$ cat src/rtl/debug_dmi_arbiter_pkg.sv
// Shared debug-port encodings, FSM state type and width defaults for the
// debug DMI arbiter and the core wrapper.
package debug_dmi_arbiter_pkg;

  localparam int DMI_ADDR_W = 5;
  localparam int DMI_DATA_W = 34;

  localparam logic [1:0] DMI_OP_READ  = 2'd1;
  localparam logic [1:0] DMI_OP_WRITE = 2'd2;

  localparam logic [1:0] DMI_RESP_SUCCESS = 2'd0;
  localparam logic [1:0] DMI_RESP_FAILED  = 2'd2;

  typedef enum logic [1:0] {
    ST_IDLE  = 2'd0,
    ST_ISSUE = 2'd1,
    ST_WAIT  = 2'd2,
    ST_RESP  = 2'd3
  } arb_state_e;

endpackage

$ cat src/rtl/debug_dmi_arbiter_rr_picker.sv
// Round-robin picker: grants the first requester at or above rr_ptr,
// wrapping at NUM_CH. Purely combinational.
module rr_picker #(
  parameter  int NUM_CH = 2,
  localparam int IDX_W  = $clog2(NUM_CH)
) (
  input  logic [NUM_CH-1:0] req,
  input  logic [IDX_W-1:0]  rr_ptr,
  output logic [NUM_CH-1:0] grant,
  output logic [IDX_W-1:0]  grant_idx
);

  // Distance from the pointer going upward around the ring.
  function automatic int ring_dist(input int ch, input int ptr);
    return (ch >= ptr) ? (ch - ptr) : (ch - ptr + NUM_CH);
  endfunction

  int best_dist;

  always_comb begin
    grant     = '0;
    grant_idx = '0;
    best_dist = NUM_CH;
    for (int i = 0; i < NUM_CH; i++) begin
      if (req[i] && (ring_dist(i, int'(rr_ptr)) < best_dist)) begin
        best_dist = ring_dist(i, int'(rr_ptr));
        grant     = '0;
        grant[i]  = 1'b1;
        grant_idx = IDX_W'(i);
      end
    end
  end

endmodule

$ cat src/rtl/debug_dmi_arbiter.sv
// N-channel round-robin arbiter for the Rocket debug req/resp port, one
// transaction outstanding. Optional response watchdog: DEBUG_DMI_ARB_TIMEOUT_EN.
module debug_dmi_arbiter
  import debug_dmi_arbiter_pkg::*;
#(
  parameter  int NUM_CH         = 2,
  parameter  int ADDR_W         = DMI_ADDR_W,
  parameter  int DATA_W         = DMI_DATA_W,
  parameter  int TIMEOUT_CYCLES = 1024,
  localparam int IDX_W          = $clog2(NUM_CH)
) (
  input  logic                     uncoreclk,
  input  logic                     uncorerst,
  input  logic [NUM_CH-1:0]        ch_req_valid,
  output logic [NUM_CH-1:0]        ch_req_ready,
  input  logic [NUM_CH*ADDR_W-1:0] ch_req_addr,
  input  logic [NUM_CH*2-1:0]      ch_req_op,
  input  logic [NUM_CH*DATA_W-1:0] ch_req_data,
  output logic [NUM_CH-1:0]        ch_resp_valid,
  input  logic [NUM_CH-1:0]        ch_resp_ready,
  output logic [1:0]               ch_resp_resp,
  output logic [DATA_W-1:0]        ch_resp_data,
  output logic                     io_debug_req_valid,
  input  logic                     io_debug_req_ready,
  output logic [ADDR_W-1:0]        io_debug_req_bits_addr,
  output logic [1:0]               io_debug_req_bits_op,
  output logic [DATA_W-1:0]        io_debug_req_bits_data,
  input  logic                     io_debug_resp_valid,
  output logic                     io_debug_resp_ready,
  input  logic [1:0]               io_debug_resp_bits_resp,
  input  logic [DATA_W-1:0]        io_debug_resp_bits_data,
  output logic                     busy,
  output logic [IDX_W-1:0]         grant_id
);

  arb_state_e        state, state_nxt;
  logic [NUM_CH-1:0] pick_onehot;
  logic [IDX_W-1:0]  pick_idx, grant_q, rr_ptr;
  logic [ADDR_W-1:0] addr_q, sel_addr;
  logic [1:0]        op_q, sel_op, resp_code_q;
  logic [DATA_W-1:0] data_q, sel_data, resp_data_q;
  logic              req_hs, up_resp_hs, dn_resp_hs;
  logic              stale, timeout_hit;

  rr_picker #(.NUM_CH(NUM_CH)) u_picker (
    .req       (ch_req_valid & {NUM_CH{~stale}}),
    .rr_ptr    (rr_ptr),
    .grant     (pick_onehot),
    .grant_idx (pick_idx)
  );

  assign req_hs     = |(ch_req_valid & ch_req_ready);
  assign up_resp_hs = |(ch_resp_valid & ch_resp_ready);
  assign dn_resp_hs = io_debug_resp_valid & io_debug_resp_ready;

`ifdef DEBUG_DMI_ARB_TIMEOUT_EN
  localparam int CNT_W = $clog2(TIMEOUT_CYCLES + 1);
  logic [CNT_W-1:0] wait_cnt;

  assign timeout_hit = (state == ST_WAIT) && !io_debug_resp_valid &&
                       (wait_cnt == CNT_W'(TIMEOUT_CYCLES - 1));

  // Stale marks a response still owed by the target after a timeout; it must
  // be drained before anyone else may use the port.
  always_ff @(posedge uncoreclk or posedge uncorerst) begin
    if (uncorerst) begin
      wait_cnt <= '0;
      stale    <= 1'b0;
    end else begin
      if (state == ST_ISSUE)
        wait_cnt <= '0;
      else if (state == ST_WAIT)
        wait_cnt <= wait_cnt + 1'b1;
      if (timeout_hit)
        stale <= 1'b1;
      else if (stale && dn_resp_hs)
        stale <= 1'b0;
    end
  end
`else
  assign stale       = 1'b0;
  assign timeout_hit = 1'b0;
`endif

  always_comb begin
    sel_addr = '0;
    sel_op   = '0;
    sel_data = '0;
    for (int i = 0; i < NUM_CH; i++) begin
      if (pick_onehot[i]) begin
        sel_addr = ch_req_addr[i*ADDR_W +: ADDR_W];
        sel_op   = ch_req_op[i*2 +: 2];
        sel_data = ch_req_data[i*DATA_W +: DATA_W];
      end
    end
  end

  always_ff @(posedge uncoreclk or posedge uncorerst) begin
    if (uncorerst) state <= ST_IDLE;
    else           state <= state_nxt;
  end

  always_comb begin
    state_nxt = state;
    case (state)
      ST_IDLE:  if (req_hs)                     state_nxt = ST_ISSUE;
      ST_ISSUE: if (io_debug_req_ready)         state_nxt = ST_WAIT;
      ST_WAIT:  if (dn_resp_hs || timeout_hit)  state_nxt = ST_RESP;
      ST_RESP:  if (up_resp_hs)                 state_nxt = ST_IDLE;
      default:                                  state_nxt = ST_IDLE;
    endcase
  end

  // Upstream ready is gated by reset so every output reads 0 while it is held.
  always_comb begin
    ch_req_ready        = '0;
    ch_resp_valid       = '0;
    io_debug_req_valid  = 1'b0;
    io_debug_resp_ready = stale;
    busy                = (state != ST_IDLE);
    case (state)
      ST_IDLE:  if (!uncorerst) ch_req_ready = pick_onehot;
      ST_ISSUE: io_debug_req_valid = 1'b1;
      ST_WAIT:  io_debug_resp_ready = 1'b1;
      ST_RESP:
        for (int i = 0; i < NUM_CH; i++)
          ch_resp_valid[i] = (grant_q == IDX_W'(i));
      default: ;
    endcase
  end

  always_ff @(posedge uncoreclk or posedge uncorerst) begin
    if (uncorerst) begin
      addr_q      <= '0;
      op_q        <= '0;
      data_q      <= '0;
      grant_q     <= '0;
      rr_ptr      <= '0;
      resp_code_q <= '0;
      resp_data_q <= '0;
    end else begin
      if ((state == ST_IDLE) && req_hs) begin
        addr_q  <= sel_addr;
        op_q    <= sel_op;
        data_q  <= sel_data;
        grant_q <= pick_idx;
        rr_ptr  <= (pick_idx == IDX_W'(NUM_CH - 1)) ? '0 : pick_idx + 1'b1;
      end
      if (state == ST_WAIT) begin
        if (dn_resp_hs) begin
          resp_code_q <= io_debug_resp_bits_resp;
          resp_data_q <= io_debug_resp_bits_data;
        end else if (timeout_hit) begin
          resp_code_q <= DMI_RESP_FAILED;
          resp_data_q <= '0;
        end
      end
    end
  end

  assign io_debug_req_bits_addr = addr_q;
  assign io_debug_req_bits_op   = op_q;
  assign io_debug_req_bits_data = data_q;
  assign ch_resp_resp           = resp_code_q;
  assign ch_resp_data           = resp_data_q;
  assign grant_id               = grant_q;

endmodule
$ cat config.mk
export PLATFORM = sky130hd
export DESIGN_NAME = debug_dmi_arbiter
export DESIGN_NICKNAME = d
export VERILOG_FILES = /design/src/rtl/debug_dmi_arbiter_pkg.sv /design/src/rtl/debug_dmi_arbiter_rr_picker.sv /design/src/rtl/debug_dmi_arbiter.sv
export SDC_FILE = /design/constraint.sdc
export NUM_CORES = 1
export LEC_CHECK = 0
export CAP_MARGIN = 40
export CORE_MARGIN = 4
export CORE_UTILIZATION = 38
export DETAILED_ROUTE_END_ITERATION = 12
export PLACE_DENSITY = 0.91
export SLEW_MARGIN = 20
export SYNTH_ARGS = -nofsm -noshare
export SYNTH_HDL_FRONTEND = slang
export SYNTH_SLANG_ARGS = --single-unit
$ cat constraint.sdc
create_clock -name uncoreclk -period 3.8 [get_ports uncoreclk]
set_clock_uncertainty 0.05 [all_clocks]
set_input_delay 1.14 -clock uncoreclk [delete_from_list [all_inputs] [get_ports uncoreclk]]
set_output_delay 1.14 -clock uncoreclk [all_outputs]
set_load 0.05 [all_outputs]
==> flow_summary.ini, run 1 <==
[setup_path]
worst_ep_required_time_ps = 2610
cp_max_fo = 4
critical_path_class = primary input to primary output
endpoint_kind = primary output
worstPathArrival_ps = 2250
worstSetupStartpointType = primary input

[timing]
hold_ws_ps = 459.6
worstMarginPinSlew_ps = 754.9
finalSetupViolations = 0
slew_headroom_pct = 49.61
period_minus_slack_ps = 3440
fmax_ghz = 0.2907
rsz0062_at_grt = no
drv_slew = 0
fin_crit_sh_pct = 90.52
hold_violations = 0
fin_setup_tns_ps = 0

[routing]
wl_per_cell_um = 16.24
drtIter0Drc = 134
num_vias = 3265
routed_via_density = 4.962
drt_pre_antenna_iters = 5
postRouteAntennaNets = 0
wl_um = 10680
drc = 0

[global_routing]
grtUsageTotal_pct = 19.22
grt_pass1_wl_um = 17080
grt_start_max_net_pins = 75
grt_pass1_vias = 3469
grt.overflow.total = 0
antenna_found_initial = 0

[floorplanning]
die_area_mm2 = 0.01102
start_util_pct = 38.84
die_y_um = 105.0
die_w_um = 105.0
num_rows = 35
io_pins = 211
core_mm2 = 0.009196

[run]
maxCapViolations = 0

[clocking]
tritoncts = built
cts_setup_buffers = 0
clkTransAtPathRegs_ps = 90
cts-resized-gates = 0
holdBufCountCts = 0
clk_latency_ps = 330
cts_buffer_depth = 2
cts_htree_levels = 3
clockRootBuffer = clkbuf_8
clock-sinks = 81
cts_made_buffers = 9

[synthesis]
netlist_instances = 340
synth_area_per_cell_um2 = 10.51
synthXorXnorAreaFrac_pct = 0
synthAdderAreaFrac_pct = 1.401
synth_ff_type = dfrtp_1
synth_compound_area_share_pct = 9.317
ys_seq_area_share_pct = 56.74
synth-edff-count = 0
synth-simple-area-share_pct = 16.78
ys_warn_count = 0
synth_top_family_by_area = simple AND/OR/NAND/NOR gates
synth_mux_area_share_pct = 11.77
synth_nets = 470
ys_ff_latch = 81
synthArstFlopShare_pct = 100.0
post_synth_num_cell_types = 28
syn_area_mm2 = 0.003572

[placement]
gp_congestion = 0.7585
dp_cells = 642
dp_hpwl_um = 8139
io_buffers = 210

[outcome]
status = completed

[finish]
synthToLayoutAreaGrowth_pct = 67.46
drive_above_1_share_pct = 12.98
nets = 672
antenna_cells = 0
fin_util_pct = 65.05
fin_cells = 658

[power_and_ir_drop]
p_leak_nw = 2.445
irDropWorstVdd_mv = 0.5026
p_per_area_mw_per_mm2 = 975.0

[hold_path]
hp-class = register to register
area by class of cell:
class                   count  area, um2
multi-input cells         228       1415
clock inverters             6      72.57
repair buffers            216       2167
inverters                   6      23.77
fillers                   737       3214
well taps                 111      138.9
flip-flops and latches     81       2027
clock buffers              10      137.6
layout by cell type, fill, tap and decap left out, types with 2 or more instances in the layout:
cell,instances
ha_1,4
clkbuf_8,10
dfrtp_1,81
buf_12,2
a31oi_1,42
mux2_2,36
clkdlybuf4s50_1,208
clkinv_2,2
nand3_1,41
nor2_1,46
inv_1,4
inv_6,3
buf_4,6
nand2_1,43
cell usage after synthesis, drive strengths merged (2+ instances only):
| cell type | instances | area share [%] |
|---|---|---|
| o21ai | 2 | 0.39 |
| mux2 | 37 | 12 |
| buf | 22 | 3.0 |
| nor2 | 47 | 5.0 |
| and2b | 2 | 0.53 |
| a31oi | 42 | 7.4 |
| dfrtp | 81 | 57 |
| nand2 | 44 | 4.7 |
| clkbuf | 3 | 0.32 |
| ha | 4 | 1.4 |
| nand3 | 41 | 5.7 |
| inv | 6 | 0.63 |
report_power, final:
part / switching, W / leakage [nW] / internal (W)
combinational: 0.00231 / 1.39 / 0.00131
clock: 0.000327 / 0.110 / 0.000332
sequential: 0.000250 / 0.941 / 0.00131
total: 0.00289 / 2.45 / 0.00295
sequential cells by signal, indices dropped and copies added, names as in the netlist:
| register | flops |
|---|---|
| ch_resp_data | 34 |
| ch_resp_resp | 2 |
| grant_id | 1 |
| io_debug_req_bits_addr | 5 |
| io_debug_req_bits_data | 34 |
| io_debug_req_bits_op | 2 |
| rr_ptr | 1 |
| state | 2 |
final timing paths:
kind	cells past startpoint	endpoint	slack [ps]	start
min in group asynchronous	2	ch_resp_data[13]	1250	uncorerst
worst min register to register	1	ch_resp_data[0]	460	ch_resp_data[0]
worst max register to register	5	ch_resp_data[28]	1930	state[0]
max in group asynchronous	3	io_debug_req_bits_data[0]	1790	uncorerst
worst max-delay path	4	ch_req_ready[1]	360	uncorerst
worst min-delay path	1	ch_resp_data[0]	460	ch_resp_data[0]
kinds of logic (layout without fill, tap and decap cells):
group | count (synthesis) | in the layout
buffers and inverters | 31 | 238
DFF | 81 | 81
AOI/OAI and AO/OA | 49 | 49
adders and majority gates | 4 | 4
and+or+nand+nor | 138 | 138
muxes | 37 | 37
layer usage:
| layer | GRT usage (%) | vias up | part of all wire [%] | wire length (um) |
|---|---|---|---|---|
| met4 | 6.373 | 0 | 1.9 | 200 |
| li1 | - | 1580 | - | - |
| met5 | 0 | - | 0 | 0 |
| met3 | 4.015 | 15 | 6.4 | 684 |
| met2 | 35.75 | 124 | 53 | 5622 |
| met1 | 21.72 | 1546 | 39 | 4176 |
metrics by stage:
step / total power [W] / setup slack (ps) / area (um2)
after detailed placement: 0.005220 / 366.3 / 5772
after CTS: 0.005898 / 359.0 / 5982
after global routing: 0.006125 / 289.8 / 5982
final: 0.005833 / 360.1 / 5982
after floorplan: 0.003931 / 141.4 / 3572
after global placement: 0.005121 / 331.6 / 5772
worst max-delay path, stage by stage:
cell and delay [ps]:
clkdlybuf4s50_1 470, nand2b_1 220, nor2_1 180, buf_4 230
Note: power is estimated with default switching activity, not from simulation.
==> run 2: changes to the inputs <==
--- a/config.mk
+++ b/config.mk
@@ -10,6 +10,7 @@
 export CORE_UTILIZATION = 38
 export DETAILED_ROUTE_END_ITERATION = 12
 export PLACE_DENSITY = 0.91
+export REMOVE_ABC_BUFFERS = 1
 export SLEW_MARGIN = 20
 export SYNTH_ARGS = -nofsm -noshare
 export SYNTH_HDL_FRONTEND = slang
==> run 2 against run 1 <==
Effect of this change:
- combinational power hardly changed
- via count is 3.1% higher
- fmax shrank 1.3%
- power decreased by 1.5%
- critical path depth up 1
- clock power down 14%
- routed wire length up 0.97%
- first-iteration DRC count fell by 15%
- sequential power hardly changed
- final area fell by 0.59%
- sequential cell count is the same
- highest routed layer unchanged
- largest power group unchanged
- setup slack worse by 45 ps
==> flow_summary.ini, run 2 (synthesis gave the netlist of run 1 again) <==
[outcome]
status = completed

[floorplanning]
core_mm2 = 0.009196
start_util_pct = 38.84
die_area_mm2 = 0.01102
io_pins = 211
die_y_um = 105.0
die_w_um = 105.0
num_rows = 35

[setup_path]
slowest_delay_ps = 570
cp_slowest_cell = clkdlybuf4s50_1
critical_path_class = primary input to primary output
endpoint_kind = primary output
worstSetupStartpointType = primary input
crit_path_cell_trace = clkdlybuf4s50_1 > buf_4 > nand2_1 > nor2_1 > buf_4
worst_ep_required_time_ps = 2610
crit_top_cell = buf_4
worstPathArrival_ps = 2300
cp_max_fo = 9
path_delay_family = buffers and inverters
critPathBufInv = 3

[clocking]
clkTransAtPathRegs_ps = 90
clock-sinks = 81
cts_htree_levels = 3
cts_setup_buffers = 0
cts_buffer_depth = 2
cts_made_buffers = 9
cts-resized-gates = 0
clk_latency_ps = 340
clockRootBuffer = clkbuf_8
tritoncts = built
holdBufCountCts = 0

[routing]
drc = 0
routed_via_density = 5.106
postRouteAntennaNets = 0
wl_per_cell_um = 16.37
num_vias = 3365
drtIter0Drc = 114
drt_pre_antenna_iters = 5
wl_um = 10790

[power_and_ir_drop]
p_per_area_mw_per_mm2 = 966.3
p_sw_share_pct = 50.30
report.power.total_w = 0.005747
p_seq_share_pct = 27.2
power.switching_w = 0.002890
p_int_w = 0.002856
combPwrFrac_pct = 63.0
irDropWorstVdd_mv = 0.4913
p_leak_nw = 2.426
p_clk_share_pct = 9.9

[timing]
rsz0062_at_grt = no
hold_violations = 0
finalSetupViolations = 0
slew_headroom_pct = 54.95
drv_slew = 0
fin_setup_tns_ps = 0
worstMarginPinSlew_ps = 675.8
fin_crit_sh_pct = 91.72
fmax_ghz = 0.2869
period_minus_slack_ps = 3485

[finish]
layout_commonest_cell = clkdlybuf4s50_1
drive_above_1_share_pct = 13.14
nets = 673
fin_util_pct = 64.67
antenna_cells = 0
synthToLayoutAreaGrowth_pct = 66.48
fin_cells = 659
fillerInstances = 726
final_cell_mix = clkdlybuf4s50_1 (208), dfrtp_1 (81), nor2_1 (46), nand2_1 (43), a31oi_1 (42)
final_area_mm2 = 0.005947

[global_routing]
grt_start_max_net_pins = 83
grt_pass1_vias = 3457
grt_pass1_wl_um = 17130
grtUsageTotal_pct = 19.38
grt.overflow.total = 0
antenna_found_initial = 0

[run]
maxCapViolations = 0

[placement]
io_buffers = 210
dp_cells = 643
gp_congestion = 0.7705
dp_hpwl_um = 8133
dpl_cell_area_mm2 = 0.005772

[hold_path]
hp-class = register to register
run 2: changes by cell type in the layout (fill, tap and decap cells not counted), sizes merged:
cell      previous run  this run
inv                  9         8
clkinv               2         3
clkinvlp             0         2
buf                  8         9
clkbuf              10         9
bufinv               1         0
run 2: cell type report:
type	instances	area, um2	area share (%)
clock buffers	9	123.9	2.083
clock inverters	7	51.30	0.8626
inverters	6	23.77	0.3997
multi-input cells	228	1408	23.67
flip-flops and latches	81	2027	34.08
well taps	111	138.9	2.335
repair buffers	217	2175	36.57
run 2: stage by stage:
stage	worst slack (ps)	hold slack, ps
floorplan	98.01	443.5
global placement	296.0	434.9
detailed placement	279.1	446.3
CTS	277.5	466.5
global route	211.8	487.3
finish	314.8	463.0
run 2: power groups by stage:
stage	sequential (W)	clock [W]	combinational, W
final	0.00156	0.000568	0.00362
after global routing	0.00162	0.000627	0.00379
after CTS	0.00156	0.000588	0.00365
after detailed placement	0.00158	0	0.00364
after global placement	0.00154	0	0.00358
after floorplan	0.00305	0	0.000852
run 2: worst reg2reg max path: stages, from the launching register on:
cell       delay [ps]
dfrtp_1           400
inv_1              90
ha_1              250
nor2b_1           170
a2111oi_4         310
nand2_2           110
mux2_4            300
run 2: path summary, 6_finish.rpt:
kind                                        from               end  slack [ps]  cells past startpoint
max in group asynchronous              uncorerst          state[1]        1800                      3
worst min register to register  ch_resp_data[13]  ch_resp_data[13]         460                      1
min in group asynchronous              uncorerst            rr_ptr        1220                      2
worst min-delay path            ch_resp_data[13]  ch_resp_data[13]         460                      1
worst max register to register          state[0]          state[1]        2000                      6
worst max-delay path             ch_req_valid[0]   ch_req_ready[0]         310                      5
run 2: metal layers:
metal	GRT usage (%)	part of all wire, %
met2	33.64	49
met3	7.783	10
met5	0	0
met1	22.22	39
met4	4.967	1.4
==> run 3: changes to the inputs <==
--- a/config.mk
+++ b/config.mk
@@ -7,9 +7,10 @@
 export LEC_CHECK = 0
 export CAP_MARGIN = 40
 export CORE_MARGIN = 4
-export CORE_UTILIZATION = 38
+export CORE_UTILIZATION = 60
 export DETAILED_ROUTE_END_ITERATION = 12
-export PLACE_DENSITY = 0.91
+export DONT_BUFFER_PORTS = 1
+export PLACE_DENSITY = 0.86
 export REMOVE_ABC_BUFFERS = 1
 export SLEW_MARGIN = 20
 export SYNTH_ARGS = -nofsm -noshare
==> run 3 against run 2 <==
Effect of this change:
- critical path depth grew 2
- count of clock-buffer cells in the layout unchanged
- first-iteration DRC count up 13%
- fmax grew 8.7%
- die area down 34%
- global-route usage grew 4.2 points
- register-to-register slack got worse by 280 ps
- via count decreased by 24%
- highest routed layer unchanged
==> flow_summary.ini, run 3 (synthesis gave the netlist of run 1 again) <==
[placement]
dp_hpwl_um = 6422
gp_congestion = 0.8408
dp_slack_ps = 916.7
io_buffers = 0

[floorplanning]
io_pins = 211
die_w_um = 85.16
die_y_um = 85.16
die_area_mm2 = 0.007252
start_util_pct = 63.32
core_mm2 = 0.005642
num_rows = 27

[timing]
slew_headroom_pct = 51.37
fin_crit_sh_pct = 84.36
fin_setup_tns_ps = 0
fmax_ghz = 0.3120
rsz0062_at_grt = no
period_minus_slack_ps = 3206
drv_slew = 0
hold_violations = 0
worstMarginPinSlew_ps = 729.5
worst_slack_ps = 594.5
finalSetupViolations = 0

[global_routing]
grt_pass1_wl_um = 13290
grtUsageTotal_pct = 23.57
grt.overflow.total = 0
antenna_found_initial = 0
grt_start_max_net_pins = 83
grt_pass1_vias = 2604

[routing]
drtIter0Drc = 129
wl_per_cell_um = 21.15
drc = 0
drt_pre_antenna_iters = 4
routed_via_density = 6.248
num_vias = 2568
postRouteAntennaNets = 0
wl_um = 8692

[clocking]
cts_buffer_depth = 2
holdBufCountCts = 0
cts_setup_buffers = 0
tritoncts = built
clockRootBuffer = clkbuf_8
clkTransAtPathRegs_ps = 80
clock-sinks = 81
cts_htree_levels = 3
cts-resized-gates = 0
clk_latency_ps = 330
cts_made_buffers = 9

[finish]
layout_commonest_cell = dfrtp_1
final_cell_mix = dfrtp_1 (81), nor2_1 (46), nand2_1 (43), a31oi_1 (42), nand3_1 (41)
fillerInstances = 431
register_area_mm2 = 0.002027
synthToLayoutAreaGrowth_pct = 6.655
nets = 464
multi_input_area_mm2 = 0.001408
antenna_cells = 0
drive_above_1_share_pct = 20.94

[setup_path]
startpoint = state[0]
endpoint_kind = primary output
r2r_start = state[1]
worstSetupStartpointType = register
critical_path_class = register to primary output
cp_slowest_cell = dfrtp_1
crit_path_cell_trace = inv_1 > ha_1 > inv_1 > nor2_1 > nand2_1 > nor2_1 > buf_4
reg2regPathDepth = 6
worst_ep_required_time_ps = 2610
cp_max_fo = 4
slowest_delay_ps = 410
worstPathArrival_ps = 2020

[hold_path]
worstHoldPathCells = 1
hp-class = register to register
worstHoldStart = rr_ptr

[outcome]
status = completed

[run]
maxCapViolations = 0
[run 3: changes by cell type in the layout (fill, tap and decap cells not counted)]
cell	delta
buf_12	-2
buf_4	+1
bufinv_16	+1
clkdlybuf4s50_1	-208
clkinv_2	-2
clkinvlp_4	+2
inv_6	-1
[run 3: worst paths after layout]
kind	end	slack [ps]
worst max register to register	state[1]	1720
max in group asynchronous	ch_resp_data[23]	2510
worst min register to register	rr_ptr	540
worst max-delay path	ch_req_ready[0]	590
worst min-delay path	rr_ptr	540
min in group asynchronous	io_debug_req_bits_data[6]	710
[run 3: layout make-up]
class	instances	area share, %
well taps	72	2.365
inverters	6	0.6240
clock inverters	7	2.036
repair buffers	8	1.576
flip-flops and latches	81	53.20
multi-input cells	228	36.95
clock buffers	9	3.251
[run 3: per-layer routing]
| layer | global-route usage, % | share of wire, % | wire length [um] | vias to the layer above |
|---|---|---|---|---|
| met5 | 0 | 0 | 0 | - |
| met4 | 10.79 | 2.7 | 236 | 0 |
| met3 | 8.738 | 11 | 950 | 21 |
| met2 | 38.63 | 49 | 4288 | 171 |
| met1 | 27.58 | 37 | 3216 | 1208 |
| li1 | - | - | - | 1168 |
[run 3: worst max-delay path: cells and delay by family, from the launching register on]
family	cells	cell delay [ps]
flip-flops	1	410
buffers and inverters	3	570
AND/OR/NAND/NOR	3	460
adder cells (fa/ha/maj)	1	230
[run 3: stage by stage]
stage | std cells | instance area (um2) | util (%) | hold WS, ps
6_report | 411 | 3810 | 67.53 | 538.3
5_1_grt | 411 | 3810 | 67.53 | 572.0
4_1_cts | 411 | 3810 | 67.53 | 538.1
3_5_place_dp | 395 | 3608 | 63.96 | 523.7
3_3_place_gp | 395 | 3608 | 63.96 | 483.8
2_1_floorplan | 315 | 3452 | - | 443.5
Power of run 3 is left out: the tool's default activity adds up to more than one toggle a clock period on the data nets, which glitch-free logic cannot reach.
